## src/rtl/decode_stage_pipe.sv

```systemverilog
// decode_stage_pipe: register file, destination resolve and ID/EX
// register with load-use bubble insertion behind valid/ready.
module decode_stage_pipe #(
  parameter  int DATA_W   = 16,
  parameter  int INSTR_W  = 16,
  parameter  int NUM_REGS = 8,
  parameter  int RS_LSB   = 8,
  parameter  int RT_LSB   = 5,
  parameter  int RD_LSB   = 2,
  parameter  int LOAD_LAT = 1,
  localparam int AW = (NUM_REGS > 1) ? $clog2(NUM_REGS) : 1
) (
  input  logic               clk,
  input  logic               rst,
  input  logic               in_valid,
  output logic               in_ready,
  input  logic [INSTR_W-1:0] instr_in,
  input  logic [INSTR_W-1:0] next_pc_in,
  input  logic [1:0]         reg_dst_in,
  input  logic               wr_en_in,
  input  logic               is_load_in,
  input  logic               uses_rs_in,
  input  logic               uses_rt_in,
  input  logic               wb_en,
  input  logic [AW-1:0]      wb_addr,
  input  logic [DATA_W-1:0]  wb_data,
  input  logic               flush,
  output logic               out_valid,
  input  logic               out_ready,
  output logic [INSTR_W-1:0] instr_out,
  output logic [INSTR_W-1:0] next_pc_out,
  output logic [DATA_W-1:0]  rs_data_out,
  output logic [DATA_W-1:0]  rt_data_out,
  output logic               wr_en_out,
  output logic               is_load_out,
  output logic [AW-1:0]      wr_addr_out,
  output logic               stall,
  output logic               err
);

  localparam int BW   = $clog2(LOAD_LAT + 1);
  localparam int RF_N = 1 << AW;
  localparam logic [AW:0]   NR   = (AW + 1)'(NUM_REGS);
  localparam logic [AW-1:0] LAST = AW'(NUM_REGS - 1);
  localparam logic [BW-1:0] BINI = BW'(LOAD_LAT - 1);

  logic [DATA_W-1:0] rf_q [RF_N];

  logic [AW-1:0]      rs_a;
  logic [AW-1:0]      rt_a;
  logic [AW-1:0]      rd_a;
  logic [AW-1:0]      dst;
  logic [DATA_W-1:0]  rs_rd;
  logic [DATA_W-1:0]  rt_rd;
  logic               wb_ok;
  logic               adv;
  logic               hz;
  logic               xfer;
  logic               bub_nz;

  logic               ov_q, ov_d;
  logic [BW-1:0]      bub_q, bub_d;
  logic [INSTR_W-1:0] instr_q, instr_d;
  logic [INSTR_W-1:0] pc_q, pc_d;
  logic [DATA_W-1:0]  rs_q, rs_d;
  logic [DATA_W-1:0]  rt_q, rt_d;
  logic               wen_q, wen_d;
  logic               ld_q, ld_d;
  logic [AW-1:0]      wa_q, wa_d;
  logic               err_q, err_d;

  assign rs_a  = instr_in[RS_LSB +: AW];
  assign rt_a  = instr_in[RT_LSB +: AW];
  assign rd_a  = instr_in[RD_LSB +: AW];
  assign wb_ok = ({1'b0, wb_addr} < NR);

  // Reads see a writeback landing on the same edge.
  always_comb begin
    rs_rd = rf_q[rs_a];
    rt_rd = rf_q[rt_a];
    if (wb_en && (wb_addr == rs_a)) begin
      rs_rd = wb_data;
    end
    if (wb_en && (wb_addr == rt_a)) begin
      rt_rd = wb_data;
    end
  end

  always_comb begin
    dst = rt_a;
    unique case (reg_dst_in)
      2'd0: dst = rt_a;
      2'd1: dst = rs_a;
      2'd2: dst = rd_a;
      2'd3: dst = LAST;
    endcase
  end

  assign adv    = out_ready | ~ov_q;
  assign bub_nz = (bub_q != '0);
  assign hz     = in_valid & ov_q & ld_q & wen_q &
                  ((uses_rs_in & (rs_a == wa_q)) |
                   (uses_rt_in & (rt_a == wa_q)));
  assign in_ready = rst & adv & ~hz & ~bub_nz & ~flush;
  assign xfer     = in_valid & in_ready;
  assign stall    = hz | bub_nz;

  always_comb begin
    ov_d    = ov_q;
    bub_d   = bub_q;
    instr_d = instr_q;
    pc_d    = pc_q;
    rs_d    = rs_q;
    rt_d    = rt_q;
    wen_d   = wen_q;
    ld_d    = ld_q;
    wa_d    = wa_q;
    unique case (1'b1)
      flush: begin
        ov_d  = 1'b0;
        bub_d = '0;
      end
      xfer: begin
        ov_d    = 1'b1;
        instr_d = instr_in;
        pc_d    = next_pc_in;
        rs_d    = rs_rd;
        rt_d    = rt_rd;
        wen_d   = wr_en_in;
        ld_d    = is_load_in;
        wa_d    = dst;
      end
      (adv & ~xfer & ~flush): begin
        ov_d = 1'b0;
        if (hz) begin
          bub_d = BINI;
        end else if (bub_nz) begin
          bub_d = bub_q - BW'(1);
        end
      end
      default: begin
        if (bub_nz) begin
          bub_d = bub_q - BW'(1);
        end
      end
    endcase
  end

  assign err_d = err_q | (wb_en & ~wb_ok);

  always_ff @(posedge clk or negedge rst) begin
    if (!rst) begin
      for (int i = 0; i < RF_N; i++) begin
        rf_q[i] <= '0;
      end
    end else if (wb_en && wb_ok) begin
      rf_q[wb_addr] <= wb_data;
    end
  end

  always_ff @(posedge clk or negedge rst) begin
    if (!rst) begin
      ov_q    <= 1'b0;
      bub_q   <= '0;
      instr_q <= '0;
      pc_q    <= '0;
      rs_q    <= '0;
      rt_q    <= '0;
      wen_q   <= 1'b0;
      ld_q    <= 1'b0;
      wa_q    <= '0;
      err_q   <= 1'b0;
    end else begin
      ov_q    <= ov_d;
      bub_q   <= bub_d;
      instr_q <= instr_d;
      pc_q    <= pc_d;
      rs_q    <= rs_d;
      rt_q    <= rt_d;
      wen_q   <= wen_d;
      ld_q    <= ld_d;
      wa_q    <= wa_d;
      err_q   <= err_d;
    end
  end

  assign out_valid   = ov_q;
  assign instr_out   = instr_q;
  assign next_pc_out = pc_q;
  assign rs_data_out = rs_q;
  assign rt_data_out = rt_q;
  assign wr_en_out   = wen_q;
  assign is_load_out = ld_q;
  assign wr_addr_out = wa_q;
  assign err         = err_q;

endmodule
```

## config.mk

```make
export PLATFORM = sky130hd
export DESIGN_NAME = decode_stage_pipe
export DESIGN_NICKNAME = d
export VERILOG_FILES = /design/src/rtl/decode_stage_pipe.sv
export SDC_FILE = /design/constraint.sdc
export NUM_CORES = 1
export LEC_CHECK = 0
export BUFFER_PORTS_ARGS = -buffer_cell sky130_fd_sc_hd__buf_4
export CAP_MARGIN = 40
export CORE_MARGIN = 2
export CORE_UTILIZATION = 55
export CTS_CLUSTER_DIAMETER = 30
export DETAILED_ROUTE_END_ITERATION = 8
export PLACE_DENSITY = 0.77
export SLEW_MARGIN = 20
export SYNTH_ARGS = -nofsm -noshare
export SYNTH_HDL_FRONTEND = slang
export SYNTH_SLANG_ARGS = --single-unit
export TNS_END_PERCENT = 30
```

## constraint.sdc

```tcl
create_clock -name clk -period 4.93 [get_ports clk]
set_input_delay 0.986 -clock clk [delete_from_list [all_inputs] [get_ports clk]]
set_output_delay 0.986 -clock clk [all_outputs]
set_load 0.02 [all_outputs]
```

* Yosys cells after proc, flatten, opt, wreduce, memory -nomap -nowiden *
Cells that the tools add are included.

cells by class
  add/subtract/negate cells = 1
  $lt $le $gt $ge = 4
  equality and inequality tests = 7
  muxes and demuxes = 16
  bitwise logic cells = 24
  reductions and logical operators = 6

operator list
  kind                                                                    number
  128-bit bitwise mux                                                     1
  16-bit 2-to-1 mux                                                       7
  16-bit binary-select mux with 3-bit select                              2
  16-bit demux with 3-bit select                                          1
  1-bit AND                                                               13
  3-bit equality test                                                     4
  4-bit greater-or-equal comparator (second input constant)               3
  3-bit NOT with 4-bit output                                             3
  3-bit case mux with 4 select lines                                      1
  1-bit NOT                                                               5
  2-bit equality test (second input constant)                             2
  4-bit by 1-bit < comparator with 1-bit output (second input constant)   1
  1-bit logical AND                                                       3
  1-bit bitwise OR                                                        3
  1-bit case mux with 3 select lines                                      1
  2-bit by 1-bit equality test with 1-bit output (second input constant)  1
  2-bit zero test                                                         1
  1-bit 2-to-1 mux                                                        2
  1-bit case mux with 2 select lines                                      1
  2-bit nonzero test                                                      1
  2-bit OR reduction                                                      1
  1-bit subtractor (second input constant)                                1

word-level totals
  flip-flop bits (word level) = 199
  input port bits = 63
  output and inout bits = 73
  logic and storage cells = 75

* Depth between registers and ports, before layout *
Gate-level depths: netlist of run 1.

  word-level depth = 14
  gate-level depth with buffers = 8

* Least setup slack after synthesis of run 1 *
Ideal clock, no wire load.

  kind = input to output
  start = in instr_in[5]
  end = out in_ready
  arrival = 2.307 ns
  required time = 3.944 ns
  slack = 1.637 ns
  stages on the path = 6
  cells stage by stage = buf_6 xnor2_1 nand4_1 a21oi_2 buf_2 nor4bb_1

between the ends
  word-level cells in the longest chain between the ends = 8

RTL lines
  what                    line  RTL
  start: declaration      17    input logic [INSTR_W-1:0] instr_in,
  3-bit equality test     103   (uses_rt_in & (rt_a == wa_q)));
  1-bit AND               103
  1-bit bitwise OR        102   ((uses_rs_in & (rs_a == wa_q)) |
  1-bit AND               101   assign hz = in_valid & ov_q & ld_q & wen_q &
  1-bit NOT               104   assign in_ready = rst & adv & ~hz & ~bub_nz & ~flush;
  1-bit AND (3 in a row)  104
  end: declaration        16    output logic in_ready,

Every way passes these cells.

* Worst setup path in the final report of run 1 *
  start = in instr_in[6]
  end = out in_ready

Same word-level chain as after synthesis.

==> flow_summary.toml, run 1 <==
[cells_and_area]
areaGrowthSynthToFinish_pct = 16.9
finalNetCount = 896
antenna_cells = 0
drive_above_1_share = 0.470
final_common_cell = "dfrtp_1"
stdcell_area_um2 = 11900
fillCellCount = 1257
final_cell_mix = "dfrtp_1, buf_4, mux2_2"

[clock_network]
cts_root_buffer = "clkbuf_16"
clk_pin_slew_ns = 0.07
clk_latency_ns = 0.44
htreeDepth = 4
cts_resized = 0
cts_setup_buffers = 0
cts_hold_buf = 0
clock_sinks = 198
cts_inserted_buffers = 17
cts_tree = "yes"
clk_path_buf_depth = 2

[power_and_ir_drop]
p_leak_nw = 5.21
powerDensity_nw_per_um2 = 426
ir_drop_mv = 0.283

[critical_path]
crit_chain = "buf_4, xnor2_1, nand4_1, a21oi_4, nor4bb_1, buf_4"
worstPathRequired_ns = 3.94
path_buf_inv = 2
crit_slowest_cell = "a21oi_4"
critPathLaunchType = "input pin"
startpoint = "instr_in[6]"
cp_data_arrival_time_ns = 2.53
r2r-start = "wr_addr_out[1]"
cp-end-kind = "primary output"
crit_top_cell = "buf_4"
slowest_delay_ns = 0.48
path_delay_family = "buffers and inverters"
crit_path_max_fanout = 30
worstSetupPathType = "in -> out"

[timing]
finClkSkew_ns = 0.0103
relSlewSlack = 0.397
hold_viol_final = 0
maxSlewViolCount = 0
setup_viol = 0
finalCritPeriodShare = 0.714
max_freq_mhz = 284
final.setup.tns_ns = 0
worst_pin_slew_ns = 0.905
grt_setup_unrepaired = "false"
layout_min_cycle_time_ns = 3.52

[grt]
overflow = 0
grt_use_total = 0.264
grt_pass1_wl_mm = 40.2
grt_start_max_net_pins = 67
grt_pass1_vias = 7049
antenna_found_initial = 0

[drt]
drt-initial-drc-count = 501
first_pass_iters = 4
detail_route.wl_per_cell_um = 23.4
drc = 0
wl_mm = 25.2
via_per_inst = 6.38
vias = 6863
ant_nets = 0

[die]
die_x_um = 140
rows = 49
initial_core_util = 0.564
die_h_um = 140
die_area_um2 = 19600
core_area_um2 = 18000
ios = 136

[synth]
yosysTopAreaCell = "dfrtp_1"
synth_area_um2 = 10200
syn_inst = 735
yosys_warnings = 0
synth_area_per_cell_um2 = 13.8
yosysUniqueCellTypes = 30
synth-seq-cells = 198
synth_top_area_frac = 0.487
syn-num-nets = 798
yosysSeqAreaShare = 0.487
synth_area_leaders = "dfrtp_1, mux2_2, mux4_2, mux2i_1, mux2_4"

[run_status]
status = "complete, no violations"

[worst_hold_path]
min_path_type = "in -> async"

[place]
port-buffer-count = 134
postPlaceCellArea_um2 = 11300
place_congestion = 0.895
dpl.hpwl_mm = 17.3

[job]
max_cap_viol_count = 0
## final timing paths
path,endpoint,slack [ns],cells after the start
max,in_ready,1.41,6
min,instr_out[0],0.43,1
max reg2reg,rs_data_out[7],2.68,6
min reg2reg,instr_out[15],0.51,1
max in group asynchronous,rf_q[10],3.35,3
min in group clk,instr_out[15],0.51,1
## metal layers
layer	part of all wire	vias up	routed length, um	GRT usage
met5	0	-	0	0
li1	-	2986	-	-
met3	0.064	35	1620	0.0540
met1	0.45	3565	11300	0.381
met4	0.019	0	473	0.0926
met2	0.47	277	11900	0.403
## stage by stage
stage | std cells | hold slack, ns | util | total power [mW] | setup slack (ns)
6_report | 1075 | 0.434 | 0.660 | 5.06 | 1.41
5_1_grt | 1075 | 0.451 | 0.660 | 5.29 | 1.32
4_1_cts | 1074 | 0.435 | 0.658 | 5.07 | 1.39
3_5_place_dp | 1042 | 0.494 | 0.626 | 3.70 | 1.41
3_3_place_gp | 1033 | 0.493 | 0.618 | 3.60 | 1.45
2_1_floorplan | 735 | 0.491 | - | 3.15 | 1.64
## cells by family (layout without fill, tap and decap cells)
family | after synthesis | count (layout) | synth area share
xor gates and xnor gates | 12 | 12 | 0.0103
other | 1 | 1 | 0.000369
and+or+nand+nor | 55 | 55 | 0.0359
DFF | 198 | 198 | 0.487
buffers and inverters | 77 | 188 | 0.0423
muxes | 264 | 264 | 0.341
AOI/OAI and AO/OA | 128 | 128 | 0.0832
## power by group
| group | switching, mW | total [mW] | leakage, nW | internal (mW) |
|---|---|---|---|---|
| Clock | 0.612 | 1.37 | 0.280 | 0.760 |
| Sequential | 0.269 | 2.26 | 2.40 | 1.99 |
| Combinational | 0.662 | 1.42 | 2.54 | 0.762 |
## registers in the layout, summed over array words and instances (netlist names)
register,count
rt_data_out,16
out_valid,1
wr_en_out,1
rs_data_out,16
is_load_out,1
rf_q,128
next_pc_out,16
wr_addr_out,3
instr_out,16
## layout make-up
| type | count | area [um2] | area share |
|---|---|---|---|
| sequential | 198 | 4950 | 0.417 |
| multi-input combinational | 460 | 4800 | 0.403 |
| timing repair buffer | 156 | 1280 | 0.107 |
| clock buffer | 20 | 447 | 0.0376 |
| tap | 229 | 287 | 0.0241 |
| clock inverter | 12 | 130 | 0.0109 |
## synthesized netlist by cell type, drive strengths merged
cell    count
mux2i      59
and2b       2
o22ai      25
a21oi       1
nor3        2
buf        49
mux2      165
nor2b      22
clkbuf     28
nor3b       2
nand4       6
xnor2      12
nor2        1
o221ai     24
nand2b      4
o31ai      32
o21ai      46
conb        1
nor4bb      1
nand4b      4
nand2      11
mux4       40
dfrtp     198
No activity file was read; power rests on OpenSTA's default activity.
==> inputs of run 2 (changes only) <==
ABC_AREA = 1   (was default)
CORE_UTILIZATION = 53   (was 55)
clock period = 2.9 ns   (was 4.93 ns; I/O delays follow)
==> run 2 against run 1 <==
  * Sequential power grew 63%
  * Utilization shrank 3.4 points
  * Die area grew 6.8%
  * Critical path depth grew 1
  * Non-clock buffer count grew 13
  * Sequential cell count is the same
  * Count of clock-buffer cells in the layout grew 1
  * Sequential share of layout area shrank 0.97 points
  * Setup slack lost 1.0 ns
  * Via count grew 52%
  * Largest power group unchanged
  * Synthesized cell count grew 98%
==> flow_summary.toml, run 2 <==
[cells_and_area]
final_common_cell = "nand2_1"
regMostFlops = "rf_q"
drive_above_1_share = 0.138
final_cell_mix = "nand2_1, nand3_1, dfrtp_1"
finalNetCount = 1598
largest_reg_flops = 128
areaGrowthSynthToFinish_pct = 16.1
antenna_cells = 0
stdcell_area_um2 = 12200

[synth]
syn-num-nets = 1515
synth.most_common_cell = "nand2_1"
yosysSeqAreaShare = 0.472
synth_area_per_cell_um2 = 7.22
synth_area_um2 = 10500
synth_top_area_frac = 0.472
synth-seq-cells = 198
yosysTopAreaCell = "dfrtp_1"
synth-main-ff-cell = "dfrtp_1"
yosysUniqueCellTypes = 27
synth_async_sr_flop_share = 1.00
synth_area_leaders = "dfrtp_1, nand2_1, nand3_1, o21ai_0, nand4_1"
synth_edf_count = 0
yosys_warnings = 0
syn_inst = 1452
synthTopCellsByCount = "nand2_1, nand3_1, dfrtp_1"

[critical_path]
worstSetupPathType = "in -> out"
reg2reg_depth = 11
worstPathRequired_ns = 2.32
critPathLaunchType = "input pin"
rrSetupSlack_ns = 1.06
crit_chain = "dlygate4sd3_1, clkbuf_8, inv_1, nor2_1, nand2_1, a21oi_4, buf_4"
r2r_end = "rt_data_out[10]"
r2r-start = "wr_addr_out[1]"
cp-end-kind = "primary output"
cp_data_arrival_time_ns = 1.92
crit_slowest_cell = "dlygate4sd3_1"
slowest_delay_ns = 0.55
crit_path_max_fanout = 11

[timing]
final.setup.tns_ns = 0
relSlewSlack = 0.479
worst_slack_ns = 0.403
hold_viol_final = 0
finalCritPeriodShare = 0.861
layout_min_cycle_time_ns = 2.50
worst_pin_slew_ns = 0.782
maxSlewViolCount = 0
finClkSkew_ns = 0.00716
grt_setup_unrepaired = "false"
max_freq_mhz = 400
setup_viol = 0

[die]
initial_core_util = 0.539
core_area_um2 = 19500
die_area_um2 = 20900
die_x_um = 145
ios = 136
rows = 51
die_h_um = 145

[place]
port-buffer-count = 134
place_congestion = 0.902
dpl.hpwl_mm = 20.2
postPlaceCellArea_um2 = 11600
place_worst_setup_slack_ns = 0.533

[clock_network]
clk_path_buf_depth = 2
cts_tree = "yes"
clk_pin_slew_ns = 0.06
htreeDepth = 4
cts_resized = 0
cts_inserted_buffers = 17
cts_root_buffer = "clkbuf_16"
clk_latency_ns = 0.44
clock_sinks = 198

[grt]
grt_pass1_wl_mm = 50.3
grt_pass1_vias = 9558
grt_start_max_net_pins = 71
gr-usage-met3 = 0.0566
grt_use_total = 0.310
antenna_found_initial = 0
busiest_layer = "met2"
overflow = 0
met2_usage = 0.483
met1_usage = 0.412

[drt]
vias = 10400
ant_nets = 0
wl_mm = 32.0
drc = 0
via_per_inst = 5.75
drt-initial-drc-count = 1286
detail_route.wl_per_cell_um = 17.7
first_pass_iters = 5

[worst_hold_path]
hold_depth = 2
hp-start = "flush"
min_to = "out_valid"
min_path_type = "in -> reg"

[run_status]
status = "complete, no violations"

[power_and_ir_drop]
powerDensity_nw_per_um2 = 658
ir_drop_mv = 0.459
p_leak_nw = 6.27

[job]
max_cap_viol_count = 0
## run 2: cell count changes in the layout (fill, tap and decap cells not counted), sizes merged, moves of 32 or more
cell,change
mux4,-40
o31ai,-32
nand2,+625
mux2,-165
nand3,+259
o21ai,+77
mux2i,-59
nor2,+32
inv,+37
## run 2: per-layer routing
metal  routed length, um  part of all wire
met5                   0                 0
met4                1680             0.052
met3                2700             0.084
met2               14700              0.46
met1               13000              0.40
## run 2: worst max-delay path: cells and delay by family
kind,cells,cell delay [ns]
AOI/OAI and AO/OA,1,0.17
and+or+nand+nor,2,0.18
buffers and inverters,4,0.97
## run 2: timing repair
item | in CTS | in global routing
hold endpoints to repair | 8 | 0
hold buffers | 1 | 0
setup buffers | 0 | 0
## run 2: kinds of logic after synthesis
logic type / count (synthesis) / synth area share
compound gates: 142 / 0.0703
xor+xnor: 2 / 0.00167
buf+inv: 142 / 0.0642
simple gates: 967 / 0.391
flops: 198 / 0.472
other cells: 1 / 0.000358
## run 2: report_power, final
part | switching [mW] | leakage [nW] | internal, mW
combinational | 1.24 | 3.53 | 0.784
sequential | 0.390 | 2.47 | 3.29
clock | 1.02 | 0.265 | 1.28
## run 2: worst max-delay path by stage
stage | start | slack, ns | end
after floorplan | instr_in[6] | 0.74 | stall
after global placement | instr_in[9] | 0.57 | stall
after detailed placement | instr_in[8] | 0.53 | rs_data_out[15]
after CTS | rst | 0.40 | in_ready
after global routing | wr_addr_out[1] | 0.30 | stall
final | rst | 0.40 | in_ready
## run 2: layout make-up
class | instances | area [um2]
Inverter | 37 | 141
Sequential cell | 198 | 4950
Tap cell | 265 | 332
Fill cell | 1757 | 7290
Timing Repair Buffer | 169 | 1330
Multi-Input combinational cell | 1112 | 4860
Clock buffer | 21 | 450
Clock inverter | 8 | 103
## run 2: through the flow
step                power (mW)  utilization  hold WS [ns]  std cells
finish                    8.01        0.625         0.296       1810
global route              8.46        0.625         0.282       1810
global placement          5.66        0.596         0.427       1779
floorplan                 4.91            -         0.284       1452
CTS                       8.03        0.624         0.292       1809
detailed placement        5.73        0.596         0.424       1779
==> inputs of run 3 (changes only) <==
CELL_PAD_IN_SITES_DETAIL_PLACEMENT = 2   (was default)
CELL_PAD_IN_SITES_GLOBAL_PLACEMENT = 2   (was default)
CORE_UTILIZATION = 30   (was 53)
PLACE_DENSITY = default   (was 0.77)
PLACE_DENSITY_LB_ADDON = 0.1   (was default)
==> run 3 against run 2 <==
  * Cell area is 2.4% higher
  * Sequential cell count is the same
  * Combinational power up 5%
  * Setup slack better by 0.20 ns
  * Critical endpoint unchanged
  * Register-to-register slack lost 0.12 ns
==> flow_summary.toml, run 3 (synthesized netlist as in run 2, its figures left out) <==
[drt]
wl_met2_mm = 19.7
top_layer = "met4"
via_per_inst = 5.16
dr_wl_met3_mm = 1.27
wl_mm = 42.3
first_pass_iters = 5
drt-met1-wl_mm = 20.6
vias = 10300
detail_route.wl_per_cell_um = 21.1
ant_nets = 0
drt-initial-drc-count = 495
drc = 0

[die]
die_area_um2 = 36500
die_h_um = 191
ios = 136
initial_core_util = 0.304
rows = 68
core_area_um2 = 34500
die_x_um = 191

[power_and_ir_drop]
intPower_mw = 5.35
p_comb_frac = 0.261
p_leak_nw = 6.29
switchingPower_mw = 2.83
p_sw_frac = 0.346
powerDensity_nw_per_um2 = 657
ir_drop_mv = 0.444
p_clk_frac = 0.289
power_frac_seq = 0.451

[grt]
grt_start_max_net_pins = 144
grt_use_total = 0.241
antenna_found_initial = 0
grt_pass1_wl_mm = 66.6
overflow = 0
grt_pass1_vias = 11100

[cells_and_area]
final_common_cell = "nand2_1"
final-instance-count-excl-fill = 2003
antenna_cells = 0
regMostFlops = "rf_q"
finalNetCount = 1600
stdcell_area_um2 = 12500
final_cell_mix = "nand2_1, nand3_1, dfrtp_1"
largest_reg_flops = 128
areaGrowthSynthToFinish_pct = 18.8
drive_above_1_share = 0.141

[critical_path]
worstPathRequired_ns = 2.32
worstSetupPathType = "reg -> out"
cp-end-kind = "primary output"
crit_path_max_fanout = 4
cp_data_arrival_time_ns = 1.72
critPathLaunchType = "flop"

[timing]
final.setup.tns_ns = 0
layout_min_cycle_time_ns = 2.30
finClkSkew_ns = 0.00748
setup_viol = 0
relSlewSlack = 0.406
maxSlewViolCount = 0
finalCritPeriodShare = 0.793
worst_pin_slew_ns = 0.891
max_freq_mhz = 435
grt_setup_unrepaired = "false"
worst_slack_ns = 0.602
hold_viol_final = 0

[clock_network]
cts_resized = 0
clock_sinks = 198
clk_path_buf_depth = 2
clk_pin_slew_ns = 0.07
clk_latency_ns = 0.46
htreeDepth = 4
cts_root_buffer = "clkbuf_16"
cts_inserted_buffers = 17
cts_setup_buffers = 0
cts_tree = "yes"
cts_hold_buf = 0

[run_status]
status = "complete, no violations"

[worst_hold_path]
min_path_type = "in -> async"

[place]
place_congestion = 0.790
dp_cells = 1972
postPlaceCellArea_um2 = 11900
dpl.hpwl_mm = 27.6
port-buffer-count = 134
place_worst_setup_slack_ns = 0.507

[job]
max_cap_viol_count = 0
run 3: layer usage:
metal	up-vias	track usage
met5	-	0
met2	166	0.397
met3	45	0.0347
li1	4894	-
met1	5223	0.333
met4	0	0.0555
run 3: worst paths after layout:
path	to	from	cells after the start	slack [ns]
max reg2reg	rs_data_out[13]	wr_addr_out[0]	11	0.94
max	in_ready	wr_addr_out[0]	8	0.60
min in group clk	out_valid	flush	2	0.29
min reg2reg	next_pc_out[4]	next_pc_out[4]	2	0.48
min	is_load_out	rst	2	0.22
max in group asynchronous	rf_q[118]	rst	2	1.99
run 3: stage by stage:
stage	hold WS, ns	utilization	power [mW]
3_3_place_gp	0.456	0.345	5.79
4_1_cts	0.273	0.361	8.30
5_1_grt	0.279	0.362	8.72
2_1_floorplan	0.284	-	4.91
6_report	0.222	0.362	8.18
3_5_place_dp	0.464	0.345	5.89
run 3: power groups by stage:
| stage | clock [mW] | combinational (mW) | sequential (mW) |
|---|---|---|---|
| 6_report | 2.36 | 2.13 | 3.69 |
| 5_1_grt | 2.55 | 2.41 | 3.77 |
| 4_1_cts | 2.45 | 2.16 | 3.69 |
| 3_5_place_dp | 0 | 2.15 | 3.74 |
| 3_3_place_gp | 0 | 2.08 | 3.71 |
| 2_1_floorplan | 0 | 1.04 | 3.87 |
run 3: area by class of cell:
class	count	area (um2)
tap	455	569
clock buffer	23	488
multi-input combinational	1112	4860
clock inverter	7	72.6
timing repair buffer	171	1370
fill	4088	22000
sequential	198	4950
inverter	37	141
run 3: worst max-delay path, cell delays in order (launching register included):
cell and delay, ns:
dfrtp_1 0.41, inv_1 0.13, nand2_1 0.07, nand2_1 0.07, nor2_1 0.04, nand2_1 0.08, nand2_2 0.10, a21oi_4 0.20
buf_4 0.18
